### src/rtl/rgb2ycbcr_if.sv
// Pixel stream bundle for the RGB to YCbCr converter: input beat side, output beat side,
// each with its own valid/ready handshake.
interface rgb2ycbcr_if #(
  parameter int PIX_W = 8,
  parameter int LANES = 1
);
  logic [1:0]               mode;
  logic                     in_valid;
  logic                     in_ready;
  logic [LANES*3*PIX_W-1:0] in_data;
  logic                     out_valid;
  logic                     out_ready;
  logic [LANES*3*PIX_W-1:0] out_data;
  logic [LANES-1:0]         out_sat;

  // Converter view.
  modport slave (
    input  mode, in_valid, in_data, out_ready,
    output in_ready, out_valid, out_data, out_sat
  );

  // Pixel source / sink view.
  modport master (
    output mode, in_valid, in_data, out_ready,
    input  in_ready, out_valid, out_data, out_sat
  );
endinterface

### src/rtl/rgb2ycbcr_pipe.sv
// Three-stage RGB to YCbCr converter (BT.601 / BT.709 full range, or bypass) for LANES
// pixels per beat, with a single global stall driven by the output handshake.
module rgb2ycbcr_pipe #(
  parameter int PIX_W = 8,
  parameter int LANES = 1,
  parameter int FRAC  = 14
) (
  input  logic           clk,
  input  logic           rst,
  rgb2ycbcr_if.slave     bus
);

  localparam int COEF_W = 16;
  localparam int PROD_W = PIX_W + 1 + COEF_W;
  localparam int SUM_W  = PIX_W + FRAC + 4;
  localparam int BEAT_W = LANES * 3 * PIX_W;

  localparam logic signed [SUM_W-1:0] ONE        = SUM_W'(1);
  localparam logic signed [SUM_W-1:0] ROUND_K    = ONE <<< (FRAC - 1);
  localparam logic signed [SUM_W-1:0] CHROMA_OFF = ONE <<< (PIX_W - 1 + FRAC);
  localparam logic signed [SUM_W-1:0] MAX_V      = (ONE <<< PIX_W) - ONE;

  // Row-major {Y, Cb, Cr} x {R, G, B}; bypass is an identity matrix so it shares the datapath.
  localparam logic signed [COEF_W-1:0] K601 [9] = '{
    16'sd4899,  16'sd9617,  16'sd1868,
    -16'sd2764, -16'sd5428, 16'sd8192,
    16'sd8192,  -16'sd6860, -16'sd1332
  };
  localparam logic signed [COEF_W-1:0] K709 [9] = '{
    16'sd3483,  16'sd11718, 16'sd1183,
    -16'sd1878, -16'sd6314, 16'sd8192,
    16'sd8192,  -16'sd7442, -16'sd750
  };
  localparam logic signed [COEF_W-1:0] KBYP [9] = '{
    16'sd16384, 16'sd0,     16'sd0,
    16'sd0,     16'sd16384, 16'sd0,
    16'sd0,     16'sd0,     16'sd16384
  };

  function automatic logic signed [COEF_W-1:0] coef(input logic [1:0] m, input int idx);
    case (m)
      2'b01:   return K709[idx];
      2'b10:   return KBYP[idx];
      default: return K601[idx];
    endcase
  endfunction

  // Returns {clamped, value} after the FRAC-bit arithmetic shift.
  function automatic logic [PIX_W:0] round_sat(input logic signed [SUM_W-1:0] s);
    logic signed [SUM_W-1:0] q;
    q = s >>> FRAC;
    if (q[SUM_W-1])
      return {1'b1, {PIX_W{1'b0}}};
    else if (q > MAX_V)
      return {1'b1, {PIX_W{1'b1}}};
    else
      return {1'b0, q[PIX_W-1:0]};
  endfunction

  logic                     advance;
  logic                     vld_p1, vld_p2, vld_p3;
  logic [1:0]               mode_p1;
  logic signed [PROD_W-1:0] prod_c  [LANES][9];
  logic signed [PROD_W-1:0] prod_p1 [LANES][9];
  logic signed [SUM_W-1:0]  sum_c   [LANES][3];
  logic signed [SUM_W-1:0]  sum_p2  [LANES][3];
  logic [BEAT_W-1:0]        res_c;
  logic [LANES-1:0]         sat_c;
  logic [BEAT_W-1:0]        data_p3;
  logic [LANES-1:0]         sat_p3;

  assign advance      = !vld_p3 || bus.out_ready;
  assign bus.in_ready = advance;
  assign bus.out_valid = vld_p3;
  assign bus.out_data  = data_p3;
  assign bus.out_sat   = sat_p3;

  // Stage 1: coefficient x component products
  always_comb begin
    for (int l = 0; l < LANES; l++) begin
      for (int j = 0; j < 9; j++) begin
        logic signed [PROD_W-1:0] comp_ext;
        logic signed [PROD_W-1:0] coef_ext;
        comp_ext = $signed({{(PROD_W-PIX_W){1'b0}},
                            bus.in_data[l*3*PIX_W + (j%3)*PIX_W +: PIX_W]});
        coef_ext = PROD_W'(coef(bus.mode, j));
        prod_c[l][j] = comp_ext * coef_ext;
      end
    end
  end

  always_ff @(posedge clk or posedge rst) begin
    if (rst) begin
      vld_p1  <= 1'b0;
      mode_p1 <= '0;
      for (int l = 0; l < LANES; l++)
        for (int j = 0; j < 9; j++)
          prod_p1[l][j] <= '0;
    end else if (advance) begin
      vld_p1  <= bus.in_valid;
      mode_p1 <= bus.mode;
      for (int l = 0; l < LANES; l++)
        for (int j = 0; j < 9; j++)
          prod_p1[l][j] <= prod_c[l][j];
    end
  end

  // Stage 2: signed sums with rounding constant and chroma offset
  always_comb begin
    for (int l = 0; l < LANES; l++) begin
      for (int k = 0; k < 3; k++) begin
        sum_c[l][k] = SUM_W'(prod_p1[l][3*k]) + SUM_W'(prod_p1[l][3*k+1])
                    + SUM_W'(prod_p1[l][3*k+2]) + ROUND_K;
        if (k != 0 && mode_p1 != 2'b10)
          sum_c[l][k] = sum_c[l][k] + CHROMA_OFF;
      end
    end
  end

  always_ff @(posedge clk or posedge rst) begin
    if (rst) begin
      vld_p2 <= 1'b0;
      for (int l = 0; l < LANES; l++)
        for (int k = 0; k < 3; k++)
          sum_p2[l][k] <= '0;
    end else if (advance) begin
      vld_p2 <= vld_p1;
      for (int l = 0; l < LANES; l++)
        for (int k = 0; k < 3; k++)
          sum_p2[l][k] <= sum_c[l][k];
    end
  end

  // Stage 3: shift, clamp and register the output beat
  always_comb begin
    res_c = '0;
    sat_c = '0;
    for (int l = 0; l < LANES; l++) begin
      for (int k = 0; k < 3; k++) begin
        logic [PIX_W:0] rs;
        rs = round_sat(sum_p2[l][k]);
        res_c[l*3*PIX_W + k*PIX_W +: PIX_W] = rs[PIX_W-1:0];
        sat_c[l] = sat_c[l] | rs[PIX_W];
      end
    end
  end

  always_ff @(posedge clk or posedge rst) begin
    if (rst) begin
      vld_p3  <= 1'b0;
      data_p3 <= '0;
      sat_p3  <= '0;
    end else if (advance) begin
      vld_p3  <= vld_p2;
      data_p3 <= res_c;
      sat_p3  <= sat_c;
    end
  end

endmodule
### src/flat_wrapper.sv
// flat-port wrapper written by rule: the top's interface ports become plain ports
module rgb2ycbcr_pipe_flat 
#(
  parameter int PIX_W = 8,
  parameter int LANES = 1,
  parameter int FRAC  = 14
)
  (clk, rst, bus_mode, bus_in_valid, bus_in_data, bus_out_ready, bus_in_ready, bus_out_valid, bus_out_data, bus_out_sat);
  rgb2ycbcr_if #(.PIX_W(PIX_W), .LANES(LANES)) bus_i ();
  input  logic clk;
  input  logic rst;
  input wire logic [$bits(bus_i.mode)-1:0] bus_mode;
  input wire logic [$bits(bus_i.in_valid)-1:0] bus_in_valid;
  input wire logic [$bits(bus_i.in_data)-1:0] bus_in_data;
  input wire logic [$bits(bus_i.out_ready)-1:0] bus_out_ready;
  output wire logic [$bits(bus_i.in_ready)-1:0] bus_in_ready;
  output wire logic [$bits(bus_i.out_valid)-1:0] bus_out_valid;
  output wire logic [$bits(bus_i.out_data)-1:0] bus_out_data;
  output wire logic [$bits(bus_i.out_sat)-1:0] bus_out_sat;
  assign bus_i.mode = bus_mode;
  assign bus_i.in_valid = bus_in_valid;
  assign bus_i.in_data = bus_in_data;
  assign bus_i.out_ready = bus_out_ready;
  assign bus_in_ready = bus_i.in_ready;
  assign bus_out_valid = bus_i.out_valid;
  assign bus_out_data = bus_i.out_data;
  assign bus_out_sat = bus_i.out_sat;
  rgb2ycbcr_pipe #(.PIX_W(PIX_W), .LANES(LANES), .FRAC(FRAC)) u_core (.clk(clk), .rst(rst), .bus(bus_i));
endmodule
### config.mk
export PLATFORM = sky130hd
export DESIGN_NAME = rgb2ycbcr_pipe_flat
export DESIGN_NICKNAME = d
export VERILOG_FILES = /design/src/rtl/rgb2ycbcr_if.sv /design/src/rtl/rgb2ycbcr_pipe.sv /design/src/flat_wrapper.sv
export SDC_FILE = /design/constraint.sdc
export NUM_CORES = 2
export LEC_CHECK = 0
export ABC_AREA = 1
export BUFFER_PORTS_ARGS = -buffer_cell sky130_fd_sc_hd__buf_2
export CAP_MARGIN = 10
export CORE_UTILIZATION = 40
export CTS_BUF_LIST = sky130_fd_sc_hd__clkbuf_8
export DETAILED_ROUTE_END_ITERATION = 6
export GPL_ROUTABILITY_DRIVEN = 0
export MAX_ROUTING_LAYER = met4
export PLACE_DENSITY_LB_ADDON = 0.3
export SLEW_MARGIN = 10
export SYNTH_ARGS = -nofsm -noshare
export SYNTH_HDL_FRONTEND = slang
export SYNTH_SLANG_ARGS = --single-unit
### constraint.sdc
create_clock -name clk -period 18.6 [get_ports clk]
set_input_delay 2.79 -clock clk [delete_from_list [all_inputs] [get_ports clk]]
set_output_delay 2.79 -clock clk [all_outputs]
set_load 0.01 [all_outputs]
==> out/results.md <==
| Result | This run | Unit |
|:---|:---|:---|
| Area grow syn2layout | 7.60 | % |
| Worst Hold Class | flip-flop to flip-flop | - |
| Worst hold path cell count | 2 | - |
| Family of cells with the greatest summed delay on the critical path | adder cells | - |
| CTS-repair resized insts | 0 | - |
| Layout cell share with drive strength beyond 1 | 4.40 | % |
| Final-layout fill cell count | 8885 | - |
| Fraction of the cycle the final worst path needs | 44.0 | % |
| Nets@finish | 5443 | - |
| Gate Count Post-Synth | 4383 | - |
| Setup repair bufs after CTS | 0 | - |
| Netlist area before placement | 35500 | µm² |
| TritonCTS clock tree | yes | - |
| Violated checks | DRC | - |
| First-pass GRT wire length | 155 | mm |
| Worst Setup Path Type | input port to flip-flop | - |
| Total routed wirelength | 94.9 | mm |
| Vias in the first global route | 29010 | - |
| Count of endpoints failing hold in the final timing report | 0 | - |
| Post-synthesis sequential element count | 237 | - |
| Clock-pin slew reported for the worst setup and hold paths after clock tree synthesis | 0.06 | ns |
| Yosys warnings | 0 | - |
| Hold path startpoint | u_core.sum_p2[66]$_DFFE_PP0P_ | - |
| CTS Buffer Depth | 3 | - |
| Endpoint type of the worst setup path | flip-flop | - |
| Slowest cell on the critical path | sky130_fd_sc_hd__fa_1 | - |
| Mean instance size in the synthesized netlist | 8.09 | µm² |
| Area contributors post-synth | sky130_fd_sc_hd__fa_1 26%, sky130_fd_sc_hd__ha_1 18%, sky130_fd_sc_hd__dfrtp_1 17%, sky130_fd_sc_hd__inv_1 11%, sky130_fd_sc_hd__nand2_1 9.3% | - |
| First drt pass iteration count | 7 | - |
| Source of the worst register-to-register timing path | u_core.prod_p1[93]$_DFFE_PP0P_ | - |
| Chip width | 300 | µm |
| Number of input and output port buffers inserted | 56 | - |
| Initial antenna violation count | 2 | - |
| Number of vias per cell after detailed routing | 5.02 | - |
| Number of buffers and inverters on the critical path | 8 | - |
| Remaining max-slew budget at the tightest pin | 18.1 | % |
| Share of synthesized flip-flops with an asynchronous set or reset | 100 | % |
| Endpoint of the lowest-slack register-to-register path | u_core.sum_p2[51]$_DFFE_PP0P_ | - |
| Quantity of hold-fixing buffers added after cts | 0 | - |
| Top cell type by total area after synthesis | sky130_fd_sc_hd__fa_1 | - |
| Total number of H-tree levels | 2 | - |
| Critical-path cell list | buf_2 -> inv_1 -> ha_1 -> inv_1 -> nand2_1 -> inv_1 -> fa_1 -> inv_1 -> fa_1 -> inv_1 -> fa_1 -> inv_1 -> fa_1 -> inv_1 -> ha_1 -> nand2_1 -> nor4_1 -> nand3_1 -> nand3_1 -> nand2_1 -> a31oi_1 | - |
| Critical path data required time | 19.16 | ns |
| Via count | 28313 | - |
| Max Clock Freq | 122 | MHz |
| Worst-skew pair later-pin latency | 0.67 | ns |
| Unrepaired setup endpoints after global routing | false | - |
| Pins over their slew limit | 0 | - |
| Worst stage delay on the critical path | 0.77 | ns |
| Count of standard-cell rows | 108 | - |
| Setup TNS Final | 0 | ns |
| Number of buffers inserted during clock tree synthesis | 48 | - |
| Leftover overflow at the end of global routing | 0 | - |
| Most instantiated library cell after synthesis | sky130_fd_sc_hd__inv_1 | - |
| CORE AREA | 87300 | µm² |
| Most frequent cell on the critical path | sky130_fd_sc_hd__inv_1 | - |
| Post-Synthesis Net Count | 5384 | - |
| Minimum period implied by the final worst setup slack | 8.18 | ns |
| Area enclosed by the die boundary | 89800 | µm² |
| Crit path launch type | input port | - |
| Arr. time, crit path | 8.74 | ns |
| Endpoint with the worst hold slack | u_core.sum_p2[66]$_DFFE_PP0P_ | - |
| Antenna violation net count after detailed routing | 0 | - |
| Count of final setup violators | 0 | - |
| Maximum number of pins on one net before global-route repair | 105 | - |
| Number of remaining DRC errors | 1 | - |
| Crit-path max FO | 13 | - |
| Count of different cell masters after synthesis | 45 | - |
| Root buf cell | sky130_fd_sc_hd__clkbuf_8 | - |
| Share of synthesized area occupied by flip-flops and latches | 16.7 | % |
| Slack of the worst reg-to-reg path | 15.08 | ns |
| Number of sinks driven by the clock tree | 237 | - |
| Initial Utilization | 40.6 | % |
| List of most frequent post-synthesis cells | 1025 x sky130_fd_sc_hd__inv_1, 876 x sky130_fd_sc_hd__nand2_1, 512 x sky130_fd_sc_hd__ha_1 | - |
| Number of synthesized flops with an enable pin | 0 | - |
| Iteration-0 DRC Markers | 1628 | - |
| GRT Overall Usage | 22.6 | % |
| Run status | finished, violations left | - |
| Max capacitance violation total | 0 | - |
| Average wire length per cell after detail routing | 16.8 | µm |
| Post-DP HPWL | 79.9 | mm |
| Worst Reg-to-Reg Cells | 18 | - |
| I/O pin count | 57 | - |
| Yosys top cell area share | 25.9 | % |
| Layout Skew | 0.0421 | ns |
| Ys flop type | sky130_fd_sc_hd__dfrtp_1 | - |
| Slew at the pin with the worst max-slew slack | 1.22 | ns |
| Die Ht | 300 | µm |
==> cell type report <==
cell class	instances	area, µm²	share of cell area, %
Tap cell	1155	1450	3.79
Multi-Input combinational cell	3060	25400	66.7
Inverter	1027	3870	10.1
Antenna cell	2	5.00	0.0131
Clock inverter	27	263	0.689
Timing Repair Buffer	68	370	0.971
Clock buffer	59	812	2.13
Sequential cell	237	5930	15.5
==> how the worst max path moves through the flow <==
stage	startpoint	endpoint	depth (start not counted)
CTS	bus_mode[0]	u_core.prod_p1[142]$_DFFE_PP0P_	21
global placement	bus_mode[0]	u_core.prod_p1[147]$_DFFE_PP0P_	21
detailed placement	bus_mode[0]	u_core.prod_p1[147]$_DFFE_PP0P_	21
finish	bus_mode[0]	u_core.prod_p1[148]$_DFFE_PP0P_	21
global route	bus_mode[0]	u_core.prod_p1[148]$_DFFE_PP0P_	21
floorplan	rst	u_core.bus.out_data[0]$_DFFE_PP0P_	1
==> layer usage <==
metal	vias up	global-route usage [%]	wire, µm
met3	168	2.83	4530
met5	-	-	0
met1	13599	29.3	42900
met2	690	36.6	44200
li1	13856	-	-
met4	0	7.36	3270
==> cell usage in the layout, fill, tap and decap left out, types with 56 or more instances in the layout <==
cell type | synthesis | final
sky130_fd_sc_hd__inv_1 | 1025 | 1035
sky130_fd_sc_hd__nand2_1 | 876 | 876
sky130_fd_sc_hd__ha_1 | 512 | 512
sky130_fd_sc_hd__fa_1 | 459 | 459
sky130_fd_sc_hd__nor2_1 | 243 | 241
sky130_fd_sc_hd__dfrtp_1 | 237 | 237
sky130_fd_sc_hd__o21ai_0 | 236 | 236
sky130_fd_sc_hd__a21oi_1 | 200 | 200
sky130_fd_sc_hd__nand3_1 | 145 | 145
sky130_fd_sc_hd__a31oi_1 | 61 | 61
sky130_fd_sc_hd__clkbuf_8 | 0 | 59
sky130_fd_sc_hd__buf_2 | 0 | 56
==> through the flow <==
step,cells,hold WS [ns],cell area (µm²),setup WS (ns),util (%)
floorplan,4383,0.440,35500,9.31,-
global placement,5547,0.448,37100,9.90,42.5
detailed placement,5547,0.452,37100,9.82,42.5
CTS,5633,0.472,38100,10.51,43.7
global route,5634,0.481,38100,9.97,43.7
finish,5635,0.470,38100,10.42,43.7
==> worst min-delay path, stage by stage (launching register included) <==
cell and delay, ns:
sky130_fd_sc_hd__dfrtp_1 0.33, sky130_fd_sc_hd__nand2_1 0.05, sky130_fd_sc_hd__nand2_1 0.05
==> sequential cells by signal, indices dropped and copies added (netlist names) <==
| signal | flops |
|---|---|
| u_core.prod_p1 | 172 |
| u_core.bus.out_sat | 1 |
| u_core.vld_p1 | 1 |
| u_core.bus.out_valid | 1 |
| u_core.sum_p2 | 35 |
| u_core.bus.out_data | 24 |
| u_core.mode_p1 | 2 |
| u_core.vld_p2 | 1 |
==> cells by family after synthesis <==
group	count (synthesis)	share of synthesized area, %
AND/OR/NAND/NOR	1418	16.6
buffers and inverters	1086	11.5
adder cells (fa/ha/maj)	971	44.0
AO/OA/AOI/OAI	595	9.29
flip-flops	237	16.7
XOR/XNOR	76	1.90
Power is not shown: default switching activity piles up to over one toggle a cycle in this logic, so the estimate is an artifact.
